<file path="config.mk">
export PLATFORM = sky130hd
export DESIGN_NAME = lite_mode_slave
export DESIGN_NICKNAME = d
export VERILOG_FILES = /design/src/rtl/lite_mode_slave.sv
export SDC_FILE = /design/constraint.sdc
export NUM_CORES = 1
export LEC_CHECK = 0
export ABC_AREA = 1
export CAP_MARGIN = 20
export CORE_ASPECT_RATIO = 1.4
export CORE_MARGIN = 2
export CORE_UTILIZATION = 35
export DETAILED_ROUTE_END_ITERATION = 16
export GPL_TIMING_DRIVEN = 0
export PLACE_DENSITY_LB_ADDON = 0.08
export SYNTH_ARGS = -nofsm -noshare
export SYNTH_HDL_FRONTEND = slang
export SYNTH_SLANG_ARGS = --single-unit
</file>
<file path="constraint.sdc">
create_clock -name clock -period 3.1 [get_ports clock]
set_input_delay 0.93 -clock clock [delete_from_list [all_inputs] [get_ports clock]]
set_output_delay 0.93 -clock clock [all_outputs]
set_load 0.05 [all_outputs]
</file>
<file path="src/rtl/lite_mode_slave.sv">
// Single-port register slave with a two-bit mode register that selects the read transform.
// Optional macro LITE_MODE_SLAVE_ERR_EN adds an err pulse for requests made while busy.
module lite_mode_slave #(
    parameter int unsigned DATA_W      = 8,
    parameter int unsigned ADDR_W      = 8,
    parameter int unsigned WAIT_CYCLES = 1
) (
    input  logic              clock,
    input  logic              rst,
    input  logic              trans,
    input  logic              write,
    input  logic [ADDR_W-1:0] waddr,
    input  logic [DATA_W-1:0] wdata,
    output logic              readyout,
    output logic [DATA_W-1:0] rdata,
    output logic [1:0]        mode,
    output logic              busy
`ifdef LITE_MODE_SLAVE_ERR_EN
    ,
    output logic              err
`endif
);

    typedef enum logic [1:0] {StIdle, StWait, StResp} state_e;

    localparam logic [3:0] WaitLoad = 4'(WAIT_CYCLES);

    state_e              state_q, state_d;
    logic [3:0]          cnt_q, cnt_d;
    logic                write_q;
    logic [ADDR_W-1:0]   addr_q;
    logic [DATA_W-1:0]   wdata_q;
    logic [1:0]          mode_q, mode_d;
    logic [DATA_W-1:0]   scratch_q, scratch_d;
    logic                readyout_q;
    logic [DATA_W-1:0]   rdata_q;

    logic                capture;
    logic                enter_resp;
    logic                cur_write;
    logic [ADDR_W-1:0]   cur_addr;
    logic [DATA_W-1:0]   cur_wdata;
    logic [DATA_W-1:0]   addr_ext;
    logic [DATA_W-1:0]   read_val;
    logic [DATA_W-1:0]   resp_data;

    always_comb begin
        state_d = state_q;
        cnt_d   = cnt_q;
        capture = 1'b0;
        unique case (state_q)
            StIdle: begin
                if (trans) begin
                    capture = 1'b1;
                    cnt_d   = WaitLoad;
                    state_d = (WAIT_CYCLES > 0) ? StWait : StResp;
                end
            end
            StWait: begin
                if (cnt_q <= 4'd1) begin
                    cnt_d   = '0;
                    state_d = StResp;
                end else begin
                    cnt_d = cnt_q - 4'd1;
                end
            end
            StResp:  state_d = StIdle;
            default: state_d = StIdle;
        endcase
    end

    assign enter_resp = (state_d == StResp);

    // With no wait states the response is formed in the capture cycle, straight from the inputs.
    always_comb begin
        cur_write = (state_q == StIdle) ? write : write_q;
        cur_addr  = (state_q == StIdle) ? waddr : addr_q;
        cur_wdata = (state_q == StIdle) ? wdata : wdata_q;
        addr_ext  = DATA_W'(cur_addr);
        unique case (mode_q)
            2'd0: read_val = addr_ext >> 1;
            2'd1: read_val = (addr_ext << 1) + addr_ext + DATA_W'(1);
            2'd2: read_val = addr_ext ^ scratch_q;
            2'd3: read_val = addr_ext + scratch_q;
            default: read_val = '0;
        endcase
        resp_data = cur_write ? cur_wdata : read_val;
    end

    always_comb begin
        mode_d    = mode_q;
        scratch_d = scratch_q;
        if (enter_resp && cur_write) begin
            if (cur_addr == '0) begin
                mode_d = cur_wdata[1:0];
            end else if (cur_addr == ADDR_W'(1)) begin
                scratch_d = cur_wdata;
            end
        end
    end

    always_ff @(posedge clock) begin
        if (rst) begin
            state_q    <= StIdle;
            cnt_q      <= '0;
            write_q    <= 1'b0;
            addr_q     <= '0;
            wdata_q    <= '0;
            mode_q     <= '0;
            scratch_q  <= '0;
            readyout_q <= 1'b0;
            rdata_q    <= '0;
        end else begin
            state_q    <= state_d;
            cnt_q      <= cnt_d;
            mode_q     <= mode_d;
            scratch_q  <= scratch_d;
            readyout_q <= enter_resp;
            if (capture) begin
                write_q <= write;
                addr_q  <= waddr;
                wdata_q <= wdata;
            end
            if (enter_resp) begin
                rdata_q <= resp_data;
            end
        end
    end

    assign readyout = readyout_q;
    assign rdata    = rdata_q;
    assign mode     = mode_q;
    assign busy     = (state_q != StIdle);

`ifdef LITE_MODE_SLAVE_ERR_EN
    logic err_q;

    always_ff @(posedge clock) begin
        if (rst) begin
            err_q <= 1'b0;
        end else begin
            err_q <= trans && (state_q != StIdle);
        end
    end

    assign err = err_q;
`endif

endmodule

</file>
### After elaboration in Yosys (flattened, before gate mapping)

Index checks and enable logic that the tools add are counted.

* $add $sub $neg: 4
* multiply operators: 0
* div/mod/pow operators: 0
* order comparisons: 1
* equal/unequal tests: 7
* shift-type cells: 0
* multiplexer cells: 13
* bitwise logic cells: 2
* reduce and logical (&&, ||, !) cells: 9

Operators with widths (count)
* 8-bit one-hot mux with 4 select lines: 1
* 8-bit 2-to-1 mux: 3
* 8-bit adder: 2
* 8-bit by 1-bit adder with 8-bit output, second input constant: 1
* 8-bit by 1-bit == test with 1-bit output, second input constant: 1
* 8-bit zero test: 1
* 4-bit 2-to-1 mux: 2
* 4-bit one-hot mux with 2 select lines: 1
* 8-bit XOR: 1
* 2-bit == test, second input constant: 3
* 2-bit by 1-bit == test with 1-bit output, second input constant: 2
* 4-bit by 1-bit less-or-equal comparator with 1-bit output, second input constant: 1
* 2-bit zero test: 2
* 2-bit 2-to-1 mux: 2
* 2-bit one-hot mux with 2 select lines: 1
* 2-bit AND reduction: 2
* 2-bit nonzero test: 2
* 4-bit by 1-bit subtractor with 4-bit output, second input constant: 1
* 1-bit 2-to-1 mux: 3
* 3-bit AND reduction: 1
* 2-bit inequality test, second input constant: 1
* 1-bit logical AND: 1
* 1-bit inverter: 1

* flip-flop bits (word level): 42
* latch bits: 0
* bits in writable memories: 0
* ROM bits: 0
* input port bits: 20
* output and inout bits: 12
* logic and storage cells: 45
* memories kept: 0

### Longest topological paths before layout

Gate-level depths: netlist of run 1.

* word-level depth: 6
* gate-level depth with buffers: 19
* gate-level depth less buffers: 18

### Worst setup path after synthesis of run 1

OpenSTA, ideal clock, no wires.

* path type: input port to flip-flop
* start point: in waddr[4]
* end point: reg rdata_q[7] (netlist: rdata[7])
* setup time: 0.113 ns
* arrival time: 2.579 ns
* required time: 2.987 ns
* path slack: 0.407 ns
* stages: 11
* buffers on the path: 0
* cell sequence: or2_2 > o21ai_0 > inv_1 > ha_1 > a21o_1 > a221oi_1 > nand3b_1 > nand3_1 > nand3_1 > nand2_1 > nand2_1

* word-level cells in the longest chain between the ends: 5
* elaborated cells on any way between the ends: 6
* classes of those cells: add/sub (3); mux (3)

RTL lines
* start: declaration: RTL line 12 `input logic [ADDR_W-1:0] waddr,`
* 8-bit 2-to-1 mux *: RTL line 77 `cur_addr = (state_q == StIdle) ? waddr : addr_q;`
* 8-bit adder: RTL line 82 `2'd1: read_val = (addr_ext << 1) + addr_ext + DATA_W'(1);`
* 8-bit by 1-bit adder with 8-bit output: RTL line 82
* 8-bit one-hot mux with 4 select lines *: RTL line 80 `unique case (mode_q)`
* 8-bit 2-to-1 mux *: RTL line 87 `resp_data = cur_write ? cur_wdata : read_val;`
* end signal: assignment: RTL line 125 `rdata_q <= resp_data;`
* end: declaration: RTL line 36 `logic [DATA_W-1:0] rdata_q;`

Mark *: on every way between the ends. The rest lies on a longest branch, timed or not.
A chain may end at the register's enable or synchronous reset.

### Worst setup path after layout of run 1

Ends and elaborated chain as after synthesis.

==> results of run 1 <==
layout by cell type (no fill, tap or decap), types with 6 or more instances in the layout:
master / n
nand2_1: 84
inv_1: 52
dfxtp_1: 42
a21oi_1: 34
o21ai_0: 30
nor2_1: 30
clkdlybuf4s50_1: 30
nand3_1: 28
ha_1: 15
nand2_2: 14
o21ai_1: 8
inv_2: 7
clkbuf_1: 7
nand3_2: 6
buf_4: 6
power groups by stage:
stage | logic, mW | clock network (mW) | registers (mW)
2_1_floorplan | 0.454 | 0 | 0.663
3_3_place_gp | 0.682 | 0 | 0.618
3_5_place_dp | 0.687 | 0 | 0.619
4_1_cts | 0.716 | 0.508 | 0.608
5_1_grt | 0.845 | 0.522 | 0.613
6_report | 0.758 | 0.499 | 0.608
per-stage QoR:
| step | setup TNS, ns | hold WS (ns) | cell area [µm²] | util |
|---|---|---|---|---|
| after detailed placement | -2.79 | 0.439 | 3300 | 0.409 |
| after global routing | -0.0341 | 0.470 | 3590 | 0.446 |
| after floorplan | 0 | 0.425 | 2870 | - |
| after global placement | -3.15 | 0.434 | 3300 | 0.409 |
| final | 0 | 0.447 | 3590 | 0.446 |
| after CTS | 0 | 0.448 | 3480 | 0.432 |
layer usage:
| layer | vias to the layer above | share of wire |
|---|---|---|
| li1 | 1461 | - |
| met1 | 1295 | 0.44 |
| met2 | 32 | 0.52 |
| met3 | 8 | 0.023 |
| met4 | 0 | 0.017 |
| met5 | - | 0 |
worst paths after layout:
kind / end / slack, ns / depth (start not counted)
worst max-delay path: rdata[7] / 0.12 / 12
worst min-delay path: wdata_q[0] / 0.45 / 2
worst min register to register: wdata_q[0] / 0.45 / 2
worst max register to register: rdata[7] / 0.51 / 13
area by class of cell:
class	instances	area [µm²]
multi-input cells	307	1860
clock inverters	2	10.0
plain buffers	13	73.8
inverters	59	221
repair buffers	34	330
fillers	868	4460
well taps	102	128
flip-flops and latches	42	841
clock buffers	5	125
cell families (layout without fill, tap and decap cells):
| group | after synthesis | in the layout |
|---|---|---|
| buf+inv | 72 | 113 |
| fa+ha+maj | 22 | 22 |
| mux | 5 | 5 |
| flops | 42 | 42 |
| compound gates | 95 | 95 |
| xor+xnor | 2 | 2 |
| simple gates | 183 | 183 |
timing repair:
item	in CTS	in global routing
pin swaps	0	4
resized for setup	10	18
endpoints found under the setup margin	3	4
buffers inserted	3	1
hold endpoints to repair	0	0
registers in the layout, indices dropped and copies added (netlist names):
register,flops
state_q,2
write_q,1
cnt_q,4
mode,2
scratch_q,8
addr_q,8
rdata,8
readyout,1
wdata_q,8
critical path: cells and delay by family:
kind                     cells  cell delay [ns]
adder cells (fa/ha/maj)      1             0.28
buffers and inverters        2             0.55
AO/OA/AOI/OAI                3             0.59
AND/OR/NAND/NOR              6             0.82
==> reports/results.ini, run 1 <==
[run_status]
status = finished clean

[clock_network]
worst_skew_pair.late_latency_ns = 0.28
path_clk_slew_ns = 0.06
clock_tree.buffer_depth = 2
htreeDepth = 2
cts_tree = built
ctsHoldBuffers = 0
cts_made_buffers = 5
cts.sinks = 42
cts_root_buffer = clkbuf_16

[die]
die_y_um = 111
coreArea_um2 = 8050
die_x_um = 80.5
pin_count = 32
dieArea_um2 = 8950
start_util = 0.356
row_count = 39

[logic_synthesis]
synth_compound_area_frac = 0.186
ys_types = 40
synth_top_area_share = 0.293
synth_common_cells = nand2_1, inv_1, dfxtp_1
syn_area_um2 = 2870
yosysTopAreaCell = dfxtp_1
synth.most_common_cell = nand2_1
synth_edf_count = 0
yosys-mux-area-fraction = 0.0174
ys_seq_elements = 42
yosysWarnings = 0
synth_area_leaders = dfxtp_1, nand2_1, ha_1
synth_top_family_by_area = simple AND/OR/NAND/NOR gates
seq_area_frac_synth = 0.293
synthAdderAreaFrac = 0.0959
synth_area_per_cell_um2 = 6.81
synthArstFlopShare = 0
yosys.area_share.simple = 0.298
synthCells = 421
synth-xor-area-share = 0.00611
synthesis.nets = 463
synth_top_flop_cell = dfxtp_1

[timing]
finClkSkew_ns = 0.00404
setup_slack_ns = 0.117
tightestPinTransition_ns = 0.645
setup_viol = 0
slew_viol_final = 0
rsz0062_at_grt = yes
max_slew_margin = 0.569
period_minus_slack_ns = 2.98
hold_viol = 0
fin_crit_sh = 0.962
fmax_mhz = 335

[setup_path]
end_kind = flop
crit_fanout = 5
reg2reg_from = state_q[1]
cpMaxStageDelayCell = clkdlybuf4s50_1
start_kind = primary input
cp.arrival_ns = 3.16
critPathKind = primary input to flop
crit_required_ns = 3.28
cp_cell_sequence = clkdlybuf4s50_1 -> or2_2 -> o21ai_2 -> inv_2 -> ha_4 -> a21o_1 -> a221oi_2 -> nand3b_1 -> nand3_2 -> nand3_2 -> nand2_1 -> nand2_1
max_stage_delay_ns = 0.41
crit_path_start = waddr[4]

[finish]
n_antenna_cell = 0
drive_above_1_share = 0.165
finalNetCount = 504
area_growth_pct = 25.1
fin_cells = 564

[grt]
met2_usage = 0.350
grt_pass1_wl_um = 13400
gr-total-overflow = 0
grt_max_degree = 13
globalRouteMet1Util = 0.239
use_met3 = 0.0195
antenna_found_initial = 0
grt-busiest-layer = met2
grtUsageTotal = 0.195
grt_pass1_vias = 2642

[placement]
port_buffers = 30
gp_congestion = 0.875
pre_cts_ws_ns = -0.637
hpwl_um = 6640
dpl.cell_count = 553

[job]
drv_cap = 0

[drt]
drtIter0Drc = 107
firstDrtPassIters = 4
antenna_left = 0
drt-wirelength-per-cell_um = 14.9
routed_wirelength_um = 8420
dr_total_vias = 2796
viasPerCell = 4.96
route.detailed.drc = 0

[pwr]
combinationalPowerShare = 0.406
ir_worst_vdd_uv = 311
clockPowerShare = 0.268
power_switching_uw = 706
total_power_mw = 1.87
powerDensity_nw_per_um2 = 520
leakage_nw = 1.62
swShare = 0.378
sequentialPowerShare = 0.326
internal_power_mw = 1.16

[worst_hold_path]
hold_class = flop to flop
hold_start = wdata_q[0]

Note: power is estimated with default switching activity, not from simulation.
==> inputs of run 2 (changes only) <==
--- a/config.mk
+++ b/config.mk
@@ -13,6 +13,7 @@
 export DETAILED_ROUTE_END_ITERATION = 16
 export GPL_TIMING_DRIVEN = 0
 export PLACE_DENSITY_LB_ADDON = 0.08
+export SETUP_SLACK_MARGIN = 0.5
 export SYNTH_ARGS = -nofsm -noshare
 export SYNTH_HDL_FRONTEND = slang
 export SYNTH_SLANG_ARGS = --single-unit
==> reports/results.ini, run 2 (same netlist as run 1, synthesis figures left out) <==
[job]
drv_cap = 0

[timing]
hold_slack_ns = 0.447
slew_viol_final = 0
fin_crit_sh = 0.821
setup_viol = 0
hold_viol = 0
tightestPinTransition_ns = 0.661
rsz0062_at_grt = yes
finClkSkew_ns = 0.00437
fmax_mhz = 393
finalSetupTns_ns = 0
period_minus_slack_ns = 2.55
max_slew_margin = 0.558

[drt]
drtIter0Drc = 110
firstDrtPassIters = 4
route.detailed.drc = 0
drt-wirelength-per-cell_um = 15.1
antenna_left = 0
routed_wirelength_um = 8850
dr_total_vias = 2907
viasPerCell = 4.97

[die]
coreArea_um2 = 8050
dieArea_um2 = 8950
die_y_um = 111
row_count = 39
start_util = 0.356
die_x_um = 80.5
pin_count = 32

[placement]
port_buffers = 30
placed_area_um2 = 3330
gp_congestion = 0.880
hpwl_um = 6680

[setup_path]
cp.arrival_ns = 2.73
crit_required_ns = 3.28
r2r_cells = 15
start_kind = primary input
crit_fanout = 4
crit_path_start = waddr[3]
end_kind = flop
reg2reg_from = state_q[1]
critPathKind = primary input to flop

[pwr]
ir_worst_vdd_uv = 478
sequentialPowerShare = 0.281
internal_power_mw = 1.39
clockPowerShare = 0.277
total_power_mw = 2.17
combinationalPowerShare = 0.442
swShare = 0.361
powerDensity_nw_per_um2 = 538
leakage_nw = 1.78
power_switching_uw = 783

[grt]
grt-busiest-layer = met2
met2_usage = 0.372
grt_pass1_wl_um = 14200
globalRouteMet1Util = 0.242
antenna_found_initial = 0
gr-total-overflow = 0
grt_max_degree = 13
use_met3 = 0.0228
grtUsageTotal = 0.206
grt_pass1_vias = 2897

[finish]
final_common_cell = nand2_1
finalNetCount = 525
drive_above_1_share = 0.271
mostFrequentLayoutCells = nand2_1, inv_1, dfxtp_1
final_area_um2 = 4030
area_growth_pct = 40.5
n_antenna_cell = 0

[clock_network]
cts_made_buffers = 5
cts.sinks = 42
cts_root_buffer = clkbuf_16
htreeDepth = 2
worst_skew_pair.late_latency_ns = 0.28
ctsHoldBuffers = 0
path_clk_slew_ns = 0.06
clock_tree.buffer_depth = 2
cts_tree = built

[worst_hold_path]
min_path_cells = 2
hold_class = flop to flop
hold_start = rdata[3]

[run_status]
status = finished clean

==> run 2: cell count changes in the layout (fill, tap and decap cells not counted), moves of 6 or more <==
cell,change
buf_4,+16
nand2_1,-9
clkdlybuf4s50_1,-8
ha_4,+7
ha_1,-6
nand2_2,+6
nand3_1,-6
nand3_2,+6
==> run 2: metrics by stage <==
stage               setup slack (ns)   util  cells
global route                   0.487  0.501    585
finish                         0.553  0.501    585
global placement              -0.564  0.414    553
floorplan                      0.494      -    421
detailed placement            -0.533  0.414    553
CTS                            0.511  0.482    577
==> run 2: final cells by class <==
class | count | area (µm²)
sequential | 42 | 841
inverter | 59 | 226
buffer | 13 | 73.8
fill | 809 | 4020
multi-input combinational | 307 | 2090
timing repair buffer | 55 | 504
tap | 102 | 128
clock inverter | 1 | 30.0
clock buffer | 6 | 139
==> run 2: critical path, stage by stage <==
cell	delay [ns]
buf_6	0.09
or2_4	0.25
o21ai_4	0.07
inv_2	0.09
buf_12	0.14
ha_4	0.23
a21o_1	0.20
a221oi_4	0.26
nand3b_1	0.12
nand3_2	0.10
nand3_2	0.10
nand2_2	0.08
nand2_1	0.04
==> run 2: final timing paths <==
| path | to | slack [ns] |
|---|---|---|
| worst max register to register | rdata[7] | 0.67 |
| worst min register to register | rdata[3] | 0.45 |
| worst min-delay path | rdata[3] | 0.45 |
| worst max-delay path | rdata[7] | 0.55 |
==> run 2: power groups by stage <==
stage,Sequential (mW),Combinational [mW],Clock [mW]
floorplan,0.663,0.475,0
global placement,0.619,0.713,0
detailed placement,0.619,0.714,0
CTS,0.610,0.864,0.617
global route,0.614,1.05,0.631
finish,0.610,0.959,0.601
==> run 2: repair_timing <==
action,in CTS,in global routing
resized for setup,65,27
setup endpoints to repair,16,13
pin swaps,29,34
setup buffers,17,8
==> run 2: routing by layer <==
metal  part of all wire  up-vias
li1                   -     1507
met1               0.42     1348
met2               0.55       42
met3              0.019       10
met4              0.015        0
met5                  0        -
